**config.mk**
```make
export PLATFORM = sky130hd
export DESIGN_NAME = stack_mem_access_unit
export DESIGN_NICKNAME = d
export VERILOG_FILES = /design/src/rtl/stack_mem_access_unit_pkg.sv /design/src/rtl/stack_mem_access_unit_stack_pointer_unit.sv /design/src/rtl/stack_mem_access_unit.sv
export SDC_FILE = /design/constraint.sdc
export NUM_CORES = 1
export LEC_CHECK = 0
export ABC_CLOCK_PERIOD_IN_PS = 6600
export CAP_MARGIN = 30
export CELL_PAD_IN_SITES_DETAIL_PLACEMENT = 1
export CELL_PAD_IN_SITES_GLOBAL_PLACEMENT = 1
export CORE_ASPECT_RATIO = 0.9
export CORE_MARGIN = 2
export CORE_UTILIZATION = 31
export DETAILED_ROUTE_END_ITERATION = 8
export PLACE_DENSITY = 0.81
export SLEW_MARGIN = 0
export SYNTH_ARGS = -nofsm -noshare
export SYNTH_HDL_FRONTEND = slang
export SYNTH_HIERARCHICAL = 1
export SYNTH_SLANG_ARGS = --single-unit
```
**constraint.sdc**
```tcl
create_clock -name clk -period 6.6 [get_ports clk]
set_input_delay 1.98 -clock clk [delete_from_list [all_inputs] [get_ports clk]]
set_output_delay 1.98 -clock clk [all_outputs]
set_load 0.02 [all_outputs]
```
**src/rtl/stack_mem_access_unit_pkg.sv**
```systemverilog
// Shared definitions for the stack/memory access unit: op codes, FSM states,
// result routing tags and stack geometry helpers.
package stack_mem_access_unit_pkg;

    // Decoded memory-stage operations; codes 9..15 behave as NOP.
    typedef enum logic [3:0] {
        OP_NOP   = 4'd0,
        OP_LOAD  = 4'd1,
        OP_STORE = 4'd2,
        OP_PUSH  = 4'd3,
        OP_POP   = 4'd4,
        OP_CALL  = 4'd5,
        OP_RET   = 4'd6,
        OP_INT   = 4'd7,
        OP_RTI   = 4'd8
    } op_e;

    // Sequencer states for the two-cycle INT/RTI operations.
    typedef enum logic [1:0] {
        ST_IDLE      = 2'd0,
        ST_INT_FLAGS = 2'd1,
        ST_RTI_PC    = 2'd2
    } state_e;

    // Which result register a read cycle feeds.
    typedef enum logic [1:0] {
        RES_NONE  = 2'd0,
        RES_RD    = 2'd1,
        RES_PC    = 2'd2,
        RES_FLAGS = 2'd3
    } res_e;

    // Words occupied by one stack entry (one 32-bit transfer).
    localparam int ENTRY_WORDS         = 2;
    localparam int NUM_OF_REGISTER_DEF = 11;

    // Empty-stack pointer value: one past the top word of memory.
    function automatic logic [63:0] sp_reset_value(input int n);
        return 64'd1 << n;
    endfunction

    localparam logic [63:0] SP_RESET = sp_reset_value(NUM_OF_REGISTER_DEF);

endpackage

```
**src/rtl/stack_mem_access_unit_stack_pointer_unit.sv**
```systemverilog
// Stack pointer register for a full-descending stack with two-word entries.
// Provides the push/pop access addresses and flags out-of-range accesses;
// an out-of-range access leaves the pointer unchanged.
module stack_pointer_unit
    import stack_mem_access_unit_pkg::*;
#(
    parameter int address_width   = 32,
    parameter int num_of_register = NUM_OF_REGISTER_DEF
) (
    input  logic                     clk,
    input  logic                     rst,
    input  logic                     push_req,
    input  logic                     pop_req,
    output logic [address_width-1:0] sp,
    output logic [address_width-1:0] push_addr,
    output logic [address_width-1:0] pop_addr,
    output logic                     overflow,
    output logic                     underflow
);

    localparam logic [63:0]              SP_TOP_64 = sp_reset_value(num_of_register);
    localparam logic [address_width-1:0] SP_TOP    = SP_TOP_64[address_width-1:0];
    localparam logic [address_width-1:0] ENTRY     = address_width'(ENTRY_WORDS);

    logic [address_width-1:0] sp_q;
    logic [address_width-1:0] sp_d;

    assign sp        = sp_q;
    assign push_addr = sp_q - ENTRY;
    assign pop_addr  = sp_q;

    // Bounds check: a push needs two free words below sp, a pop needs a full entry above.
    always_comb begin
        overflow  = push_req && (sp_q < ENTRY);
        underflow = pop_req && (sp_q > (SP_TOP - ENTRY));
    end

    // Next stack pointer: move by one entry only when the access is in range.
    always_comb begin
        sp_d = sp_q;
        if (push_req && !overflow) begin
            sp_d = sp_q - ENTRY;
        end else if (pop_req && !underflow) begin
            sp_d = sp_q + ENTRY;
        end else begin
            sp_d = sp_q;
        end
    end

    // Stack pointer register; reset means empty stack.
    always_ff @(posedge clk or posedge rst) begin
        if (rst) begin
            sp_q <= SP_TOP;
        end else begin
            sp_q <= sp_d;
        end
    end

endmodule

```
**src/rtl/stack_mem_access_unit.sv**
```systemverilog
// Memory-stage initiator: turns decoded LOAD/STORE/stack ops into memory
// requests, sequences INT/RTI over two cycles, and returns load/pop data,
// restored PC and restored flags as one-cycle pulses.
module stack_mem_access_unit
    import stack_mem_access_unit_pkg::*;
#(
    parameter int data_width      = 16,
    parameter int address_width   = 32,
    parameter int num_of_register = NUM_OF_REGISTER_DEF,
    parameter int flag_width      = 4
) (
    input  logic                      clk,
    input  logic                      rst,
    input  logic                      op_valid,
    input  logic [3:0]                op,
    input  logic [address_width-1:0]  ea,
    input  logic [2*data_width-1:0]   wdata,
    input  logic [flag_width-1:0]     flags_in,
    output logic                      mem_we,
    output logic                      mem_re,
    output logic [address_width-1:0]  mem_addr,
    output logic [2*data_width-1:0]   mem_wdata,
    input  logic [2*data_width-1:0]   mem_rdata,
    output logic                      busy,
    output logic [2*data_width-1:0]   rd_data,
    output logic                      rd_valid,
    output logic [2*data_width-1:0]   pc_out,
    output logic                      pc_valid,
    output logic [flag_width-1:0]     flags_out,
    output logic                      flags_valid,
    output logic [address_width-1:0]  sp,
    output logic                      stack_err
);

    localparam int DW2 = 2 * data_width;

    state_e                   state_q, state_d;
    logic [flag_width-1:0]    flags_lat_q, flags_lat_d;
    logic [DW2-1:0]           rd_data_q, rd_data_d;
    logic                     rd_valid_q, rd_valid_d;
    logic [DW2-1:0]           pc_q, pc_d;
    logic                     pc_valid_q, pc_valid_d;
    logic [flag_width-1:0]    flags_q, flags_d;
    logic                     flags_valid_q, flags_valid_d;
    logic                     stack_err_q, stack_err_d;

    logic                     push_s, pop_s, load_s, store_s;
    logic [DW2-1:0]           push_data_s;
    res_e                     res_kind_s;
    logic [address_width-1:0] push_addr_s, pop_addr_s;
    logic                     ovf_s, udf_s;
    logic [DW2-1:0]           read_val_s;

    stack_pointer_unit #(
        .address_width   (address_width),
        .num_of_register (num_of_register)
    ) u_sp (
        .clk       (clk),
        .rst       (rst),
        .push_req  (push_s),
        .pop_req   (pop_s),
        .sp        (sp),
        .push_addr (push_addr_s),
        .pop_addr  (pop_addr_s),
        .overflow  (ovf_s),
        .underflow (udf_s)
    );

    assign busy        = (state_q != ST_IDLE);
    assign rd_data     = rd_data_q;
    assign rd_valid    = rd_valid_q;
    assign pc_out      = pc_q;
    assign pc_valid    = pc_valid_q;
    assign flags_out   = flags_q;
    assign flags_valid = flags_valid_q;
    assign stack_err   = stack_err_q;

    // Op decode and INT/RTI sequencing: which access happens this cycle and where its data goes.
    always_comb begin
        state_d     = state_q;
        flags_lat_d = flags_lat_q;
        push_s      = 1'b0;
        pop_s       = 1'b0;
        load_s      = 1'b0;
        store_s     = 1'b0;
        push_data_s = {DW2{1'b0}};
        res_kind_s  = RES_NONE;
        case (state_q)
            ST_IDLE: begin
                if (op_valid) begin
                    case (op)
                        OP_LOAD: begin
                            load_s     = 1'b1;
                            res_kind_s = RES_RD;
                        end
                        OP_STORE: begin
                            store_s = 1'b1;
                        end
                        OP_PUSH, OP_CALL: begin
                            push_s      = 1'b1;
                            push_data_s = wdata;
                        end
                        OP_POP: begin
                            pop_s      = 1'b1;
                            res_kind_s = RES_RD;
                        end
                        OP_RET: begin
                            pop_s      = 1'b1;
                            res_kind_s = RES_PC;
                        end
                        OP_INT: begin
                            push_s      = 1'b1;
                            push_data_s = wdata;
                            flags_lat_d = flags_in;
                            state_d     = ST_INT_FLAGS;
                        end
                        OP_RTI: begin
                            pop_s      = 1'b1;
                            res_kind_s = RES_FLAGS;
                            state_d    = ST_RTI_PC;
                        end
                        default: begin
                            state_d = ST_IDLE;
                        end
                    endcase
                end else begin
                    state_d = ST_IDLE;
                end
            end
            ST_INT_FLAGS: begin
                push_s      = 1'b1;
                push_data_s = {{(DW2-flag_width){1'b0}}, flags_lat_q};
                state_d     = ST_IDLE;
            end
            ST_RTI_PC: begin
                pop_s      = 1'b1;
                res_kind_s = RES_PC;
                state_d    = ST_IDLE;
            end
            default: begin
                state_d = ST_IDLE;
            end
        endcase
    end

    // Memory request: at most one of write/read, suppressed on stack bounds violations.
    always_comb begin
        mem_we    = 1'b0;
        mem_re    = 1'b0;
        mem_addr  = {address_width{1'b0}};
        mem_wdata = {DW2{1'b0}};
        if (load_s) begin
            mem_re   = 1'b1;
            mem_addr = ea;
        end else if (store_s) begin
            mem_we    = 1'b1;
            mem_addr  = ea;
            mem_wdata = wdata;
        end else if (push_s) begin
            mem_we    = !ovf_s;
            mem_addr  = push_addr_s;
            mem_wdata = push_data_s;
        end else if (pop_s) begin
            mem_re   = !udf_s;
            mem_addr = pop_addr_s;
        end else begin
            mem_addr = {address_width{1'b0}};
        end
    end

    // Result capture: route read data (zero on underflow) to its register and raise one pulse.
    always_comb begin
        read_val_s    = (pop_s && udf_s) ? {DW2{1'b0}} : mem_rdata;
        rd_data_d     = rd_data_q;
        rd_valid_d    = 1'b0;
        pc_d          = pc_q;
        pc_valid_d    = 1'b0;
        flags_d       = flags_q;
        flags_valid_d = 1'b0;
        stack_err_d   = stack_err_q | ovf_s | udf_s;
        case (res_kind_s)
            RES_RD: begin
                rd_data_d  = read_val_s;
                rd_valid_d = 1'b1;
            end
            RES_PC: begin
                pc_d       = read_val_s;
                pc_valid_d = 1'b1;
            end
            RES_FLAGS: begin
                flags_d       = read_val_s[flag_width-1:0];
                flags_valid_d = 1'b1;
            end
            default: begin
                rd_valid_d = 1'b0;
            end
        endcase
    end

    // State, latched flags, result registers and sticky stack error.
    always_ff @(posedge clk or posedge rst) begin
        if (rst) begin
            state_q       <= ST_IDLE;
            flags_lat_q   <= {flag_width{1'b0}};
            rd_data_q     <= {DW2{1'b0}};
            rd_valid_q    <= 1'b0;
            pc_q          <= {DW2{1'b0}};
            pc_valid_q    <= 1'b0;
            flags_q       <= {flag_width{1'b0}};
            flags_valid_q <= 1'b0;
            stack_err_q   <= 1'b0;
        end else begin
            state_q       <= state_d;
            flags_lat_q   <= flags_lat_d;
            rd_data_q     <= rd_data_d;
            rd_valid_q    <= rd_valid_d;
            pc_q          <= pc_d;
            pc_valid_q    <= pc_valid_d;
            flags_q       <= flags_d;
            flags_valid_q <= flags_valid_d;
            stack_err_q   <= stack_err_d;
        end
    end

endmodule

```
==> impl_results.md <==
- Worst-Margin Slew: 0.9724 ns
- Fin crit period: 6.496 ns
- Sequential element share of the synthesized area: 0.4210
- CP endpoint: mem_addr[22]
- Fraction of layout cells with a size suffix above 1: 0.06481
- Met2 WL post-DR: 10780 um
- Lkg Pwr: 4.226 nW
- Input/output buffers: 276
- First-pass GRT wire length: 36420 um
- WL/cell: 18.39 um
- Crit start category: primary input
- Fin. max-slew vios: 0
- Critical Path AT: 4.52 ns
- Overall Global Routing Usage: 0.2076
- Clock share of power: 0.191
- Area occupied by multi-input gates: 3203 um2
- Area grow syn2layout: 47.99%
- Top routing layer in use: met4
- Top cell by count, worst path: clkdlybuf4s50_1
- GRT overflow: 0
- Reg2reg end: rd_data[13]
- Vias in the first global route: 6691
- DRT iter0 DRCs: 249
- Slowest CP cell: clkdlybuf4s50_1
- Initial core utilization: 0.3139
- Largest net degree at the start of global routing: 65
- Routed length on met1: 9497 um
- Yosys warns: 6
- Area of the core: 20640 um2
- Post-route setup TNS: 0 ns
- Register Area: 2729 um2
- GPL Wtd Cong: 0.7672
- Type of the most critical hold path: flop to flop
- Max Cap Viol: 0
- FILL cells: 2398
- Flop pwr share: 0.364
- Synth unique cells: 59
- Inserted Diodes: 0
- Final Hold Vio Count: 0
- Sw frac: 0.4059
- Synth area leader: dfrtp_1
- P_sw: 1.160 mW
- Comb pwr share: 0.445
- CTS H-tree depth: 3
- PwrDens: 298.0 nW/um2
- Asr flop ratio synth: 1.000
- Status: finished, final reports clean
- Slew HR: 0.3517
- Root cell of the clock tree: clkbuf_16
- Clk_skew: 0.01132 ns
- Top-area cell type share of the netlist area: 0.4170
- RR Startpoint: u_sp/pop_addr[26]
- DP Wirelength: 16510 um
- Crit path max fanout: 32
- Num CTS Buffers: 9
- Internal power: 1.698 mW
- Max Buffers Root-to-Sink: 2
- Vias: 6193
- Fmax: 153.9 MHz
- R2R depth: 9
- Hold_buf cts: 0
- First-pass iteration count of the detailed router: 4
- Synthesized instance count: 741
- CP required: 4.62 ns
- DIE WIDTH: 156.4 um
- Kind of critical path: primary input to output pin
- Crit. End Element: output pin
- Reg clk slew, reported paths: 0.07 ns
- Wire length on met3: 2097 um
- Antenna-violating nets left: 0
- Final Core Density: 0.4646
- Ports: 278
- Final setup viols: 0
- Prevailing post-synth register cell: dfrtp_1
- Number of synthesized register bits: 109
- Number of synthesized flops with an enable pin: 0
- Final period utilization: 0.9843
- Start point of the critical path: op_valid
- Num Clock Sinks: 109
- Top post-synthesis cells by area: dfrtp_1 (42%), nand2_1 (9.7%), buf_4 (5.1%)
- Synthesized cell area: 6481 um2
- DRC errors left: 0
- Skew-Pair Late Insertion Delay: 0.36 ns
- CTS tree: done
- Vias per cell: 5.027
- RSZ-0062 raised after global routing: false
- Final WL: 22660 um
- Reg2Reg Setup Slack: 3.20 ns
- Max VDD drop: 0.1378 mV
- Initial antenna violation count: 0
- Fin nets: 1076
- Syn Area/Cell: 8.747 um2
- Std cell rows: 50
- Die Span Y: 141.2 um
- Die area: 22080 um2
- Critical path's largest stage delay: 0.55 ns
- Crit path cell chain: clkdlybuf4s50_1 > or4b_4 > or3_4 > and3_1 > a221o_1 > clkdlybuf4s50_1
## sequential cells by signal, indices dropped and copies added, names as in the netlist
signal and cells:
pc_out 32, u_sp/pop_addr 31, flags_lat_q 4, pc_valid 1, stack_err 1, flags_valid 1
state_q 2, flags_out 4, rd_valid 1, rd_data 32
## layout make-up
| type | instances | share of cell area |
|---|---|---|
| Clock buffer | 9 | 0.02348 |
| Clock inverter | 7 | 0.007435 |
| Inverter | 13 | 0.005218 |
| Multi-Input combinational cell | 534 | 0.3339 |
| Sequential cell | 109 | 0.2845 |
| Tap cell | 260 | 0.03392 |
| Timing Repair Buffer | 300 | 0.3115 |
## what timing repair did
item	4_1_cts	5_1_grt
buffers inserted	0	0
setup endpoints to repair	0	1
resized for setup	0	1
endpoints found under the hold margin	0	0
## cell families after synthesis
group	share of synthesized area
fa+ha+maj	0.003860
xor+xnor	0.07838
buf+inv	0.09035
simple gates	0.2564
flops	0.4210
compound gates	0.1376
other cells	0.0005786
mux	0.01178
## power by group through the flow
stage                     Sequential (mW)  Clock [mW]  Combinational (mW)
after global placement               1.04           0                1.25
after global routing                 1.08       0.591                1.37
after floorplan                      1.09           0               0.674
after CTS                            1.04       0.566                1.28
final                                1.04       0.545                1.27
after detailed placement             1.05           0                1.27
## worst max-delay path, delay by kind of cell
family / cells / cell delay [ns]
compound gates: 1 / 0.26
buf+inv: 2 / 1.02
simple gates: 3 / 1.24
## routing by layer
layer,up-vias,global-route usage
li1,2971,-
met1,3031,0.2533
met2,178,0.3469
met3,13,0.07931
met4,0,0.04925
met5,-,0
## how the worst min path moves through the flow
stage	from	slack, ns	cells past startpoint	endpoint
after floorplan	flags_lat_q[0]	0.48	1	flags_lat_q[0]
after detailed placement	stack_err	0.46	1	stack_err
after global routing	stack_err	0.51	1	stack_err
after global placement	stack_err	0.45	1	stack_err
final	stack_err	0.47	1	stack_err
after CTS	stack_err	0.48	1	stack_err
## metrics by stage
step | hold WS (ns) | area [um2] | setup WS, ns | power (mW) | cells
global route | 0.5076 | 9592 | 0.02361 | 3.039 | 1232
finish | 0.4718 | 9592 | 0.1037 | 2.858 | 1232
floorplan | 0.4799 | 6489 | 0.5648 | 1.768 | 743
detailed placement | 0.4588 | 9290 | 0.1044 | 2.326 | 1216
global placement | 0.4519 | 9275 | 0.1484 | 2.292 | 1215
CTS | 0.4817 | 9587 | 0.04923 | 2.888 | 1232
## placed cells by master (no fill, tap or decap), types with 5 or more instances in the layout
cell	n
clkdlybuf4s50_1	276
nand2_1	168
dfrtp_1	108
o21ai_1	61
and3_1	34
xor2_1	34
a221o_1	32
and2_1	28
xnor2_1	24
nor2_1	22
buf_4	20
o21ai_0	15
nor4_1	14
nor3_1	14
nand3_1	11
inv_1	10
or3_1	9
clkbuf_16	9
nand4_1	5
mux2_2	5
## cells in the mapped netlist, drive strengths merged, types with 2 or more instances
master    n
nand2   168
dfrtp   108
o21ai    77
buf      61
and3     34
xor2     34
a221o    32
and2     28
clkbuf   26
xnor2    24
nor2     22
nor3     15
nor4     15
inv      13
nand3    11
or3      10
mux2      5
nand4     5
or2       5
or4       5
a22o      4
o31ai     4
nand2b    3
nor3b     3
and4      2
ha        2
mux2i     2
nand3b    2
o41ai     2
or4b      2
No activity file was read; power rests on OpenSTA's default activity.
